$ cat src/rtl/elevator_keys_pkg.sv
`default_nettype none
// ============================================================================
// elevator_keys_pkg : key codes, key-vector layout and FSM state encoding
//                     shared by the keypad encoder and the management FSM.
// Revision: 1.0
// ============================================================================
package elevator_keys_pkg;

    localparam logic [3:0] KEY_STAR     = 4'd11;
    localparam logic [3:0] KEY_HASH     = 4'd12;
    localparam logic [3:0] KEY_STARHASH = 4'd13;

    localparam int         KEY_COUNT = 12;
    localparam logic [3:0] IDX_STAR  = 4'd9;
    localparam logic [3:0] IDX_HASH  = 4'd11;
    localparam logic [11:0] VEC_STARHASH = 12'hA00;

    localparam logic [1:0] ST_IDLE   = 2'd0;
    localparam logic [1:0] ST_PEND   = 2'd1;
    localparam logic [1:0] ST_HELD   = 2'd2;
    localparam logic [1:0] ST_REJECT = 2'd3;

    typedef enum logic [2:0] {
        CLS_NONE,
        CLS_DIGIT,
        CLS_STAR,
        CLS_HASH,
        CLS_CHORD,
        CLS_INVALID
    } key_class_t;

    // Key index is 3*row + col; rows 0..2 carry digits 1..9, row 3 is * 0 #.
    function automatic logic [3:0] key_code(input logic [3:0] idx);
        logic [3:0] code;
        case (idx)
            4'd9:    code = KEY_STAR;
            4'd10:   code = 4'd0;
            4'd11:   code = KEY_HASH;
            default: code = idx + 4'd1;
        endcase
        return code;
    endfunction

endpackage
`default_nettype wire

$ cat src/rtl/keypad_debounce.sv
`default_nettype none
// ============================================================================
// keypad_debounce : generic N-bit vector debouncer, accepts a vector after it
//                   has been identical over DEBOUNCE_SCANS consecutive ticks.
// Revision: 1.0
// ============================================================================
module keypad_debounce #(
    parameter int WIDTH          = 12,
    parameter int DEBOUNCE_SCANS = 3
) (
    input  logic             clk,
    input  logic             rst,
    input  logic             tick,
    input  logic [WIDTH-1:0] raw,
    output logic [WIDTH-1:0] stable
);
    localparam int             CNT_W    = $clog2(DEBOUNCE_SCANS + 1);
    localparam logic [CNT_W-1:0] CNT_MAX  = CNT_W'(DEBOUNCE_SCANS);
    localparam logic [CNT_W-1:0] CNT_LAST = CNT_W'(DEBOUNCE_SCANS - 1);

    logic [WIDTH-1:0] prev;
    logic [WIDTH-1:0] held;
    logic [CNT_W-1:0] count;
    logic             same;
    logic             accept;

    assign same   = (raw == prev);
    assign accept = tick && same && (count >= CNT_LAST);
    // Look-ahead: the accepted vector is visible in the tick cycle itself.
    assign stable = accept ? raw : held;

    always_ff @(posedge clk) begin
        if (rst) begin
            prev  <= '0;
            held  <= '0;
            count <= '0;
        end else begin
            held <= stable;
            if (tick) begin
                prev <= raw;
                if (!same) begin
                    count <= '0;
                end else if (count < CNT_MAX) begin
                    count <= count + CNT_W'(1);
                end
            end
        end
    end

endmodule
`default_nettype wire

$ cat src/rtl/keypad_encoder.sv
`default_nettype none
// ============================================================================
// keypad_encoder : scans the 4x3 keypad, debounces it and emits one key code
//                  per key action with a single-cycle valid strobe.
// Revision: 1.0
// ============================================================================
module keypad_encoder
    import elevator_keys_pkg::*;
#(
    parameter int SCAN_DIV       = 4,
    parameter int DEBOUNCE_SCANS = 3,
    parameter int CHORD_SCANS    = 8
) (
    input  logic       CLK,
    input  logic       RST,
    output logic [3:0] ROW,
    input  logic [2:0] COL,
    output logic [3:0] BCD_out,
    output logic       BCD_valid,
    output logic       KEY_held
);
    localparam int               DIV_W    = (SCAN_DIV > 1) ? $clog2(SCAN_DIV) : 1;
    localparam logic [DIV_W-1:0] DIV_LAST = DIV_W'(SCAN_DIV - 1);
    localparam int               CH_W     = $clog2(CHORD_SCANS + 1);
    localparam logic [CH_W-1:0]  CH_LAST  = CH_W'(CHORD_SCANS - 1);

    logic [DIV_W-1:0] div_cnt;
    logic [1:0]       row_idx;
    logic [11:0]      raw;
    logic [11:0]      raw_now;
    logic [11:0]      deb;
    logic             row_end;
    logic             scan_tick;

    assign row_end   = (div_cnt == DIV_LAST);
    assign scan_tick = row_end && (row_idx == 2'd3);
    assign ROW       = ~(4'b0001 << row_idx);

    // raw_now already holds the row being sampled, so the tick sees a full scan.
    always_comb begin
        raw_now = raw;
        if (row_end) begin
            case (row_idx)
                2'd0:    raw_now[2:0]  = ~COL;
                2'd1:    raw_now[5:3]  = ~COL;
                2'd2:    raw_now[8:6]  = ~COL;
                default: raw_now[11:9] = ~COL;
            endcase
        end
    end

    always_ff @(posedge CLK) begin
        if (RST) begin
            div_cnt <= '0;
            row_idx <= '0;
            raw     <= '0;
        end else begin
            raw <= raw_now;
            if (row_end) begin
                div_cnt <= '0;
                row_idx <= row_idx + 2'd1;
            end else begin
                div_cnt <= div_cnt + DIV_W'(1);
            end
        end
    end

    keypad_debounce #(
        .WIDTH          (KEY_COUNT),
        .DEBOUNCE_SCANS (DEBOUNCE_SCANS)
    ) u_debounce (
        .clk    (CLK),
        .rst    (RST),
        .tick   (scan_tick),
        .raw    (raw_now),
        .stable (deb)
    );

    logic [3:0] n_keys;
    logic [3:0] key_idx;
    key_class_t cls;

    always_comb begin
        n_keys  = '0;
        key_idx = '0;
        for (int i = 0; i < KEY_COUNT; i++) begin
            if (deb[i]) begin
                n_keys  = n_keys + 4'd1;
                key_idx = 4'(i);
            end
        end
        if (n_keys == 4'd0)             cls = CLS_NONE;
        else if (deb == VEC_STARHASH)   cls = CLS_CHORD;
        else if (n_keys != 4'd1)        cls = CLS_INVALID;
        else if (key_idx == IDX_STAR)   cls = CLS_STAR;
        else if (key_idx == IDX_HASH)   cls = CLS_HASH;
        else                            cls = CLS_DIGIT;
    end

    logic [1:0]      state;
    logic [1:0]      state_next;
    logic [3:0]      pend_code;
    logic [3:0]      pend_next;
    logic [CH_W-1:0] chord_cnt;
    logic [CH_W-1:0] chord_next;
    logic            emit;
    logic [3:0]      emit_code;
    logic            pend_match;

    assign pend_match = ((cls == CLS_STAR) && (pend_code == KEY_STAR)) ||
                        ((cls == CLS_HASH) && (pend_code == KEY_HASH));

    always_comb begin
        state_next = state;
        pend_next  = pend_code;
        chord_next = chord_cnt;
        emit       = 1'b0;
        emit_code  = pend_code;
        if (scan_tick) begin
            case (state)
                ST_IDLE: begin
                    case (cls)
                        CLS_DIGIT: begin
                            emit       = 1'b1;
                            emit_code  = key_code(key_idx);
                            state_next = ST_HELD;
                        end
                        CLS_STAR, CLS_HASH: begin
                            pend_next  = (cls == CLS_STAR) ? KEY_STAR : KEY_HASH;
                            chord_next = '0;
                            state_next = ST_PEND;
                        end
                        CLS_CHORD: begin
                            emit       = 1'b1;
                            emit_code  = KEY_STARHASH;
                            state_next = ST_HELD;
                        end
                        CLS_INVALID: state_next = ST_REJECT;
                        default: ;
                    endcase
                end
                ST_PEND: begin
                    if (cls == CLS_CHORD) begin
                        emit       = 1'b1;
                        emit_code  = KEY_STARHASH;
                        state_next = ST_HELD;
                    end else if (cls == CLS_NONE) begin
                        emit       = 1'b1;
                        state_next = ST_IDLE;
                    end else if (!pend_match) begin
                        state_next = ST_REJECT;
                    end else if (chord_cnt >= CH_LAST) begin
                        // Partner never arrived: this tick is the CHORD_SCANS-th.
                        emit       = 1'b1;
                        state_next = ST_HELD;
                    end else begin
                        chord_next = chord_cnt + CH_W'(1);
                    end
                end
                default: begin
                    if (cls == CLS_NONE) state_next = ST_IDLE;
                end
            endcase
        end
    end

    always_ff @(posedge CLK) begin
        if (RST) begin
            state     <= ST_IDLE;
            pend_code <= '0;
            chord_cnt <= '0;
            BCD_out   <= '0;
            BCD_valid <= 1'b0;
            KEY_held  <= 1'b0;
        end else begin
            state     <= state_next;
            pend_code <= pend_next;
            chord_cnt <= chord_next;
            BCD_valid <= emit;
            KEY_held  <= |deb;
            if (emit) BCD_out <= emit_code;
        end
    end

endmodule
`default_nettype wire

$ cat config.mk
export PLATFORM = sky130hd
export DESIGN_NAME = keypad_encoder
export DESIGN_NICKNAME = d
export VERILOG_FILES = /design/src/rtl/elevator_keys_pkg.sv /design/src/rtl/keypad_debounce.sv /design/src/rtl/keypad_encoder.sv
export SDC_FILE = /design/constraint.sdc
export NUM_CORES = 1
export LEC_CHECK = 0
export ABC_AREA = 1
export CORE_UTILIZATION = 30
export CTS_BUF_LIST = sky130_fd_sc_hd__clkbuf_8
export DETAILED_ROUTE_END_ITERATION = 8
export HOLD_SLACK_MARGIN = 0.12
export PLACE_DENSITY_LB_ADDON = 0.12
export REMOVE_ABC_BUFFERS = 1
export SLEW_MARGIN = 10
export SYNTH_ARGS = -nofsm -noshare
export SYNTH_HDL_FRONTEND = slang
export SYNTH_SLANG_ARGS = --single-unit
$ cat constraint.sdc
create_clock -name CLK -period 11.4 [get_ports CLK]
set_clock_uncertainty 0.15 [all_clocks]
set_input_delay 2.28 -clock CLK [delete_from_list [all_inputs] [get_ports CLK]]
set_output_delay 2.28 -clock CLK [all_outputs]
set_load 0.1 [all_outputs]
After elaboration in Yosys (flattened, before gate mapping)
Index checks and enable logic that the tools add are counted.
W data, S select, Z words.
{"block": "totals", "in_bits": 5, "ff_bits": 58}
{"block": "classes", "shifts": 1, "n_lt_le_gt_ge": 3, "n_reduce_logical": 21, "bitwise_logic": 2, "addsub": 16, "n_eq_ne": 26, "n_mux": 62}
{"cell": "$mux W4", "count": 28}
{"cell": "$add A4 B1 Y4 const B", "count": 13}
{"cell": "$mux W12", "count": 2}
{"cell": "$mux W3", "count": 8}
{"cell": "$pmux W4 S2", "count": 3}
{"cell": "$eq A4 B4 Y1 const B", "count": 5}
{"cell": "$mux W2", "count": 9}
{"cell": "$eq A12 B12 Y1", "count": 1}
{"cell": "$eq A12 B12 Y1 const B", "count": 1}
{"cell": "$pmux W4 S3", "count": 1}
{"cell": "$reduce_or A12 Y1", "count": 1}
{"cell": "$ne A2 B2 Y1 const B", "count": 5}
{"cell": "$mux W1", "count": 8}
{"cell": "$reduce_and A7 Y1", "count": 1}
{"cell": "$add A2 B1 Y2 const B", "count": 3}
{"cell": "$eq A2 B2 Y1 const B", "count": 3}
{"cell": "$eq A3 B2 Y1 const B", "count": 2}
{"cell": "$eq A3 B3 Y1 const B", "count": 2}
{"cell": "$pmux W2 S3", "count": 1}
{"cell": "$reduce_or A2 Y1", "count": 3}
{"cell": "$logic_and A1 B1 Y1", "count": 5}
{"cell": "$ne A5 B5 Y1 const B", "count": 1}
{"cell": "$eq A2 B1 Y1 const B", "count": 2}
{"cell": "$ge A4 B3 Y1 const B", "count": 1}
{"cell": "21 further kinds", "count": 22}

Longest topological paths before layout
Gate-level depths: netlist (run 1).
{"block": "logic_depth", "depth_word": 43, "mapped_depth": 61, "depth_no_buf": 60}

Cells and area by module
From an unflattened synthesis (run 1), not the netlist that was laid out.
{"block": "unflattened", "hier_cells": 702, "area_unflattened_um2": 4374.2}
{"module": "keypad_encoder", "n_inst": 1, "seq_area_each_um2": 620.6, "cells_per_inst": 500, "area_each_um2": 3026.7}
{"module": "keypad_debounce", "n_inst": 1, "seq_area_each_um2": 520.5, "cells_per_inst": 202, "area_each_um2": 1347.5}

Worst setup path after synthesis (run 1)
Ideal clock, no wire load.
{"block": "synth_path", "path_type": "input to register", "from": "input port COL[2]", "to": "register BCD_out[0]", "t_arrival_ns": 8.805, "t_required_ns": 11.137, "setup_ns": 0.113, "stages": 53, "slack_ns": 2.332, "cell_sequence": "nand3_1 > nand2_1 > nand2_1 > nand2_1 > nor2_1 > nand2_1 > nor2_4 > nand3_4 > o21ai_0 > inv_1 > ha_1 > inv_1 > nand3_2 > nand2_2 > ha_1 > nand2_1 > nand2_1 > ha_1 > [17 not listed] > nand2_1 > ha_1 > nand2_1 > nand2_1 > ha_1 > nand2_1 > o21ai_0 > a21oi_1 > nand3_2 > buf_6 > nand2_2 > nand2_2 > a21oi_1 > nand2_2 > nand2_2 > nand2_1 > nand2_1 > nor2_1"}
{"block": "synth_between", "elab_cells_between_ends": 76, "cone_classes": "12 x add/sub; 10 x eq/ne; 45 x mux; 1 x bitwise; 8 x reduce/logical"}
{"item": "start, declared", "line_no": "keypad_encoder.sv:17", "text": "input logic [2:0] COL,"}
{"item": "$not A3 Y3 *"}
{"item": "$mux W3", "line_no": "keypad_encoder.sv:43", "text": "case (row_idx)"}
{"item": "$mux W12 *", "line_no": "keypad_encoder.sv:42", "text": "if (row_end) begin"}
{"item": "$eq A12 B12 Y1 *", "line_no": "keypad_debounce.sv:27", "text": "assign same = (raw == prev);"}
{"item": "$logic_and A1 B1 Y1 * (2 in a row)", "line_no": "keypad_debounce.sv:28", "text": "assign accept = tick && same && (count >= CNT_LAST);"}
{"item": "$mux W12 *", "line_no": "keypad_debounce.sv:30", "text": "assign stable = accept ? raw : held;"}
{"item": "net deb[1]", "line_no": "keypad_encoder.sv:31", "text": "logic [11:0] deb;"}
{"item": "$mux W4", "line_no": "keypad_encoder.sv:87", "text": "if (deb[i]) begin"}
{"item": "[24 not listed]"}
{"item": "$eq A3 B2 Y1 (on tied branches)", "line_no": "keypad_encoder.sv:110, keypad_encoder.sv:111"}
{"item": "$logic_and A1 B1 Y1 (on tied branches)", "line_no": "keypad_encoder.sv:110, keypad_encoder.sv:111"}
{"item": "$logic_or A1 B1 Y1", "line_no": "keypad_encoder.sv:110", "text": "assign pend_match = ((cls == CLS_STAR) && (pend_code == KEY_STAR)) ||"}
{"item": "$mux W1", "line_no": "keypad_encoder.sv:150", "text": "end else if (!pend_match) begin"}
{"item": "$mux W1", "line_no": "keypad_encoder.sv:147", "text": "end else if (cls == CLS_NONE) begin"}
{"item": "$mux W1", "line_no": "keypad_encoder.sv:143", "text": "if (cls == CLS_CHORD) begin"}
{"item": "$pmux W1 S2", "line_no": "keypad_encoder.sv:120", "text": "case (state)"}
{"item": "$mux W1", "line_no": "keypad_encoder.sv:119", "text": "if (scan_tick) begin"}
{"item": "end signal, assigned", "line_no": "keypad_encoder.sv:181", "text": "if (emit) BCD_out <= emit_code;"}
{"item": "end, declared", "line_no": "keypad_encoder.sv:18", "text": "output logic [3:0] BCD_out,"}
The timed path passes the listed nets; every way through them passes the cells marked *.
A chain may end at the register's enable or synchronous reset.

Worst setup path in the final report (run 1)
Same ends and word-level chain as after synthesis.

==> results of run 1 <==
## per-stage QoR
| step | hold slack (ps) | cell area (sq um) | std cells |
|---|---|---|---|
| 6_report | 277 | 4590 | 842 |
| 5_1_grt | 319 | 4590 | 842 |
| 4_1_cts | 282 | 4590 | 842 |
| 3_5_place_dp | 269 | 4420 | 828 |
| 3_3_place_gp | 264 | 4420 | 828 |
| 2_1_floorplan | 250 | 4050 | 637 |
## flip-flops by register name, summed over array words and instances (netlist names), 2 cells and up
register and count:
raw 12, u_debounce.held 12, u_debounce.prev 12, BCD_out 4, chord_cnt 4, pend_code 3, div_cnt 2, row_idx 2
state 2, u_debounce.count 2
## power breakdown
part,total [uW],switching [uW],internal (uW)
Combinational,30.9,22.2,8.66
Clock,169,81.4,87.4
Sequential,202,0.948,201
Total,402,105,297
## metal layers
metal	track usage	wire length [microns]	up-vias
met1	0.189	4950	1706
li1	-	-	2087
met2	0.231	4320	39
met4	0.0469	119	0
met3	0.0244	234	9
met5	0	0	-
## worst max-delay path, delay by kind of cell
family                     cells  cell delay, ps
buffers and inverters          4             730
adders and majority gates     10            2860
and+or+nand+nor               35            3560
AOI/OAI and AO/OA              4             820
## final timing paths
check,from,to,slack (ps),cells after the start
worst min-delay path,div_cnt[0],div_cnt[0],280,1
worst max register to register,div_cnt[0],BCD_out[0],2090,54
worst max-delay path,COL[2],BCD_out[0],1200,53
worst min register to register,div_cnt[0],div_cnt[0],280,1
## cell usage after synthesis (3+ instances only)
library cell,count,area [sq um]
sky130_fd_sc_hd__buf_6,4,45.0
sky130_fd_sc_hd__nor3_1,4,20.0
sky130_fd_sc_hd__nand3b_1,14,105
sky130_fd_sc_hd__o21bai_1,4,30.0
sky130_fd_sc_hd__clkbuf_1,7,26.3
sky130_fd_sc_hd__inv_1,85,319
sky130_fd_sc_hd__nand3_1,46,230
sky130_fd_sc_hd__a211oi_1,3,22.5
sky130_fd_sc_hd__nor2_2,3,18.8
sky130_fd_sc_hd__ha_1,22,275
sky130_fd_sc_hd__o21ai_0,27,135
sky130_fd_sc_hd__nand2_2,33,206
sky130_fd_sc_hd__inv_2,6,22.5
sky130_fd_sc_hd__nand3_2,15,150
sky130_fd_sc_hd__nor2_1,76,285
sky130_fd_sc_hd__nand2_1,173,649
sky130_fd_sc_hd__nand4_1,3,18.8
sky130_fd_sc_hd__dfxtp_1,57,1140
sky130_fd_sc_hd__o21ai_1,4,20.0
sky130_fd_sc_hd__a21oi_1,35,175
sky130_fd_sc_hd__o21ai_2,4,35.0
## logic make-up (layout without fill, tap and decap cells)
kind of cell / after synthesis / after routing / share of synthesized area
AND/OR/NAND/NOR: 377 / 377 / 0.431
AO/OA/AOI/OAI: 85 / 85 / 0.115
XOR/XNOR: 3 / 3 / 0.00636
adder cells (fa/ha/maj): 22 / 22 / 0.0666
flip-flops: 57 / 57 / 0.276
buffers and inverters: 106 / 122 / 0.105
## final cells by class
type                    instances  area (sq um)  share of cell area
well taps                     176           220              0.0480
inverters                      93           352              0.0767
repair buffers                 15           148              0.0322
clock inverters                 3          17.5             0.00382
flip-flops and latches         57          1140               0.249
multi-input cells             487          2560               0.557
clock buffers                  11           151              0.0330
==> Flow_metrics.wiki, run 1 <==
{| class="wikitable"
! Metric !! Value
|-
| Pin count of the biggest net entering global routing || 43
|-
| First-pass GRT wire length || 16300 microns
|-
| Synth warnings || 0
|-
| Number of global-route vias before repair || 3492
|-
| Buffer levels on the longest clock path || 2
|-
| Total inserted antenna cells || 0
|-
| Unique cell type count in the Yosys netlist || 37
|-
| Type of the worst min-delay path || reg2reg
|-
| Buffer count from post-CTS setup fixing || 0
|-
| Layout Area Growth over Synthesis || 11.0%
|-
| Final-report setup violation count || 0
|-
| PnR worst setup slack || 1200 ps
|-
| Via density per instance || 4.56
|-
| Post-cts gate resize count || 0
|-
| Shortest period the worst path allows || 10200 ps
|-
| Critical Path Most Common Cell || sky130_fd_sc_hd__nand2_1
|-
| Share of the clock period used by the worst path || 0.895
|-
| Routed wirelength normalized by instance count || 11.4 microns
|-
| Share of post-route cells with drive strength above 1 || 0.123
|-
| First-pass detailed-route iteration total || 4
|-
| Post-DP HPWL || 7300 microns
|-
| Clock transition time at the flip-flop clock pins of the worst setup and hold paths || 60 ps
|-
| Most common cell after layout, fill and taps aside || sky130_fd_sc_hd__nand2_1
|-
| Gate count of the mapped netlist || 650
|-
| CTS buffer count || 9
|-
| Antenna violations before repair || 0
|-
| Slowest Stage Delay on Critical Path || 520 ps
|-
| Clock tree from TritonCTS || built
|-
| Synthesized area per cell || 6.35 sq um
|-
| Total Die Area || 14200 sq um
|-
| Count of max-cap constraint violations || 0
|-
| Cell Pwr Density || 87.6 nW/um^2
|-
| Starting density of the core || 0.309
|-
| Unrepaired setup endpoints after global routing || false
|-
| Nets || 690
|-
| Status || finished, final reports clean
|-
| Clock tree sinks || 57
|-
| Kind of end point of the critical path || register
|-
| GRT Residual Overflow || 0
|-
| Headroom to the max-slew limit || 0.356
|-
| H-Tree Depth || 3
|-
| PortBufs || 14
|-
| Crit Path Class || in2reg
|-
| Post-synthesis sequential area ratio || 0.276
|-
| Horiz. Die Dim || 119 microns
|-
| Main flop type after synthesis || sky130_fd_sc_hd__dfxtp_1
|-
| Arr. time, crit path || 10290 ps
|-
| Top library cells by usage in the layout, fill and taps aside || 173 x sky130_fd_sc_hd__nand2_1, 85 x sky130_fd_sc_hd__inv_1, 76 x sky130_fd_sc_hd__nor2_1
|-
| Total Power Consumption || 402 uW
|-
| Number of enable flip-flop cells after synthesis || 0
|-
| I/O pin total || 15
|-
| Count of hold buffers inserted by post-cts repair || 0
|-
| Mapped cell area || 4130 sq um
|-
| Top achievable clock speed || 98.0 MHz
|-
| Max Fanout on Critical Path || 11
|-
| Via count of the routed design || 3841
|-
| Required @ worst endpoint || 11480 ps
|-
| Pins Over Slew Limit || 0
|-
| FFs w/ async S/R, synth || 0
|-
| Clock insertion delay at the later pin of the skew report || 340 ps
|-
| Core Util, Final || 0.344
|-
| Root Buffer || sky130_fd_sc_hd__clkbuf_8
|-
| Overall routed net length || 9630 microns
|-
| Floorplan row count || 42
|-
| Floorplan core area || 13300 sq um
|-
| Starting DRC count in detailed routing || 253
|-
| Endpoints failing hold || 0
|-
| Count of antenna-violating nets left after detailed routing || 0
|-
| GPL Wtd Cong || 0.821
|-
| Overall die height || 119 microns
|-
| Final sum of negative setup slack || 0 ps
|-
| Maximum resistive drop on vdd || 0.0000435 V
|-
| Transition time at the pin with the least slew margin || 962 ps
|-
| Minimum setup slack after placement || 871 ps
|-
| Startpoint kind of the worst setup timing path || input pin
|-
| Filler cells || 1456
|-
| Leak Pwr || 0.00227 uW
|-
| Synthesis-stage register bit count || 57
|-
| All-Layer GR Usage || 0.142
|-
| Remaining design rule violation count || 0
|-
| CP max stage cell || sky130_fd_sc_hd__clkdlybuf4s50_1
|}
Power figures use the tool's default switching activity.
==> inputs of run 2 (changes only) <==
- CTS_CLUSTER_DIAMETER: unset -> 30
==> results of run 2 <==
Same layout as run 1: the final DEF is identical, and so are final timing and power.
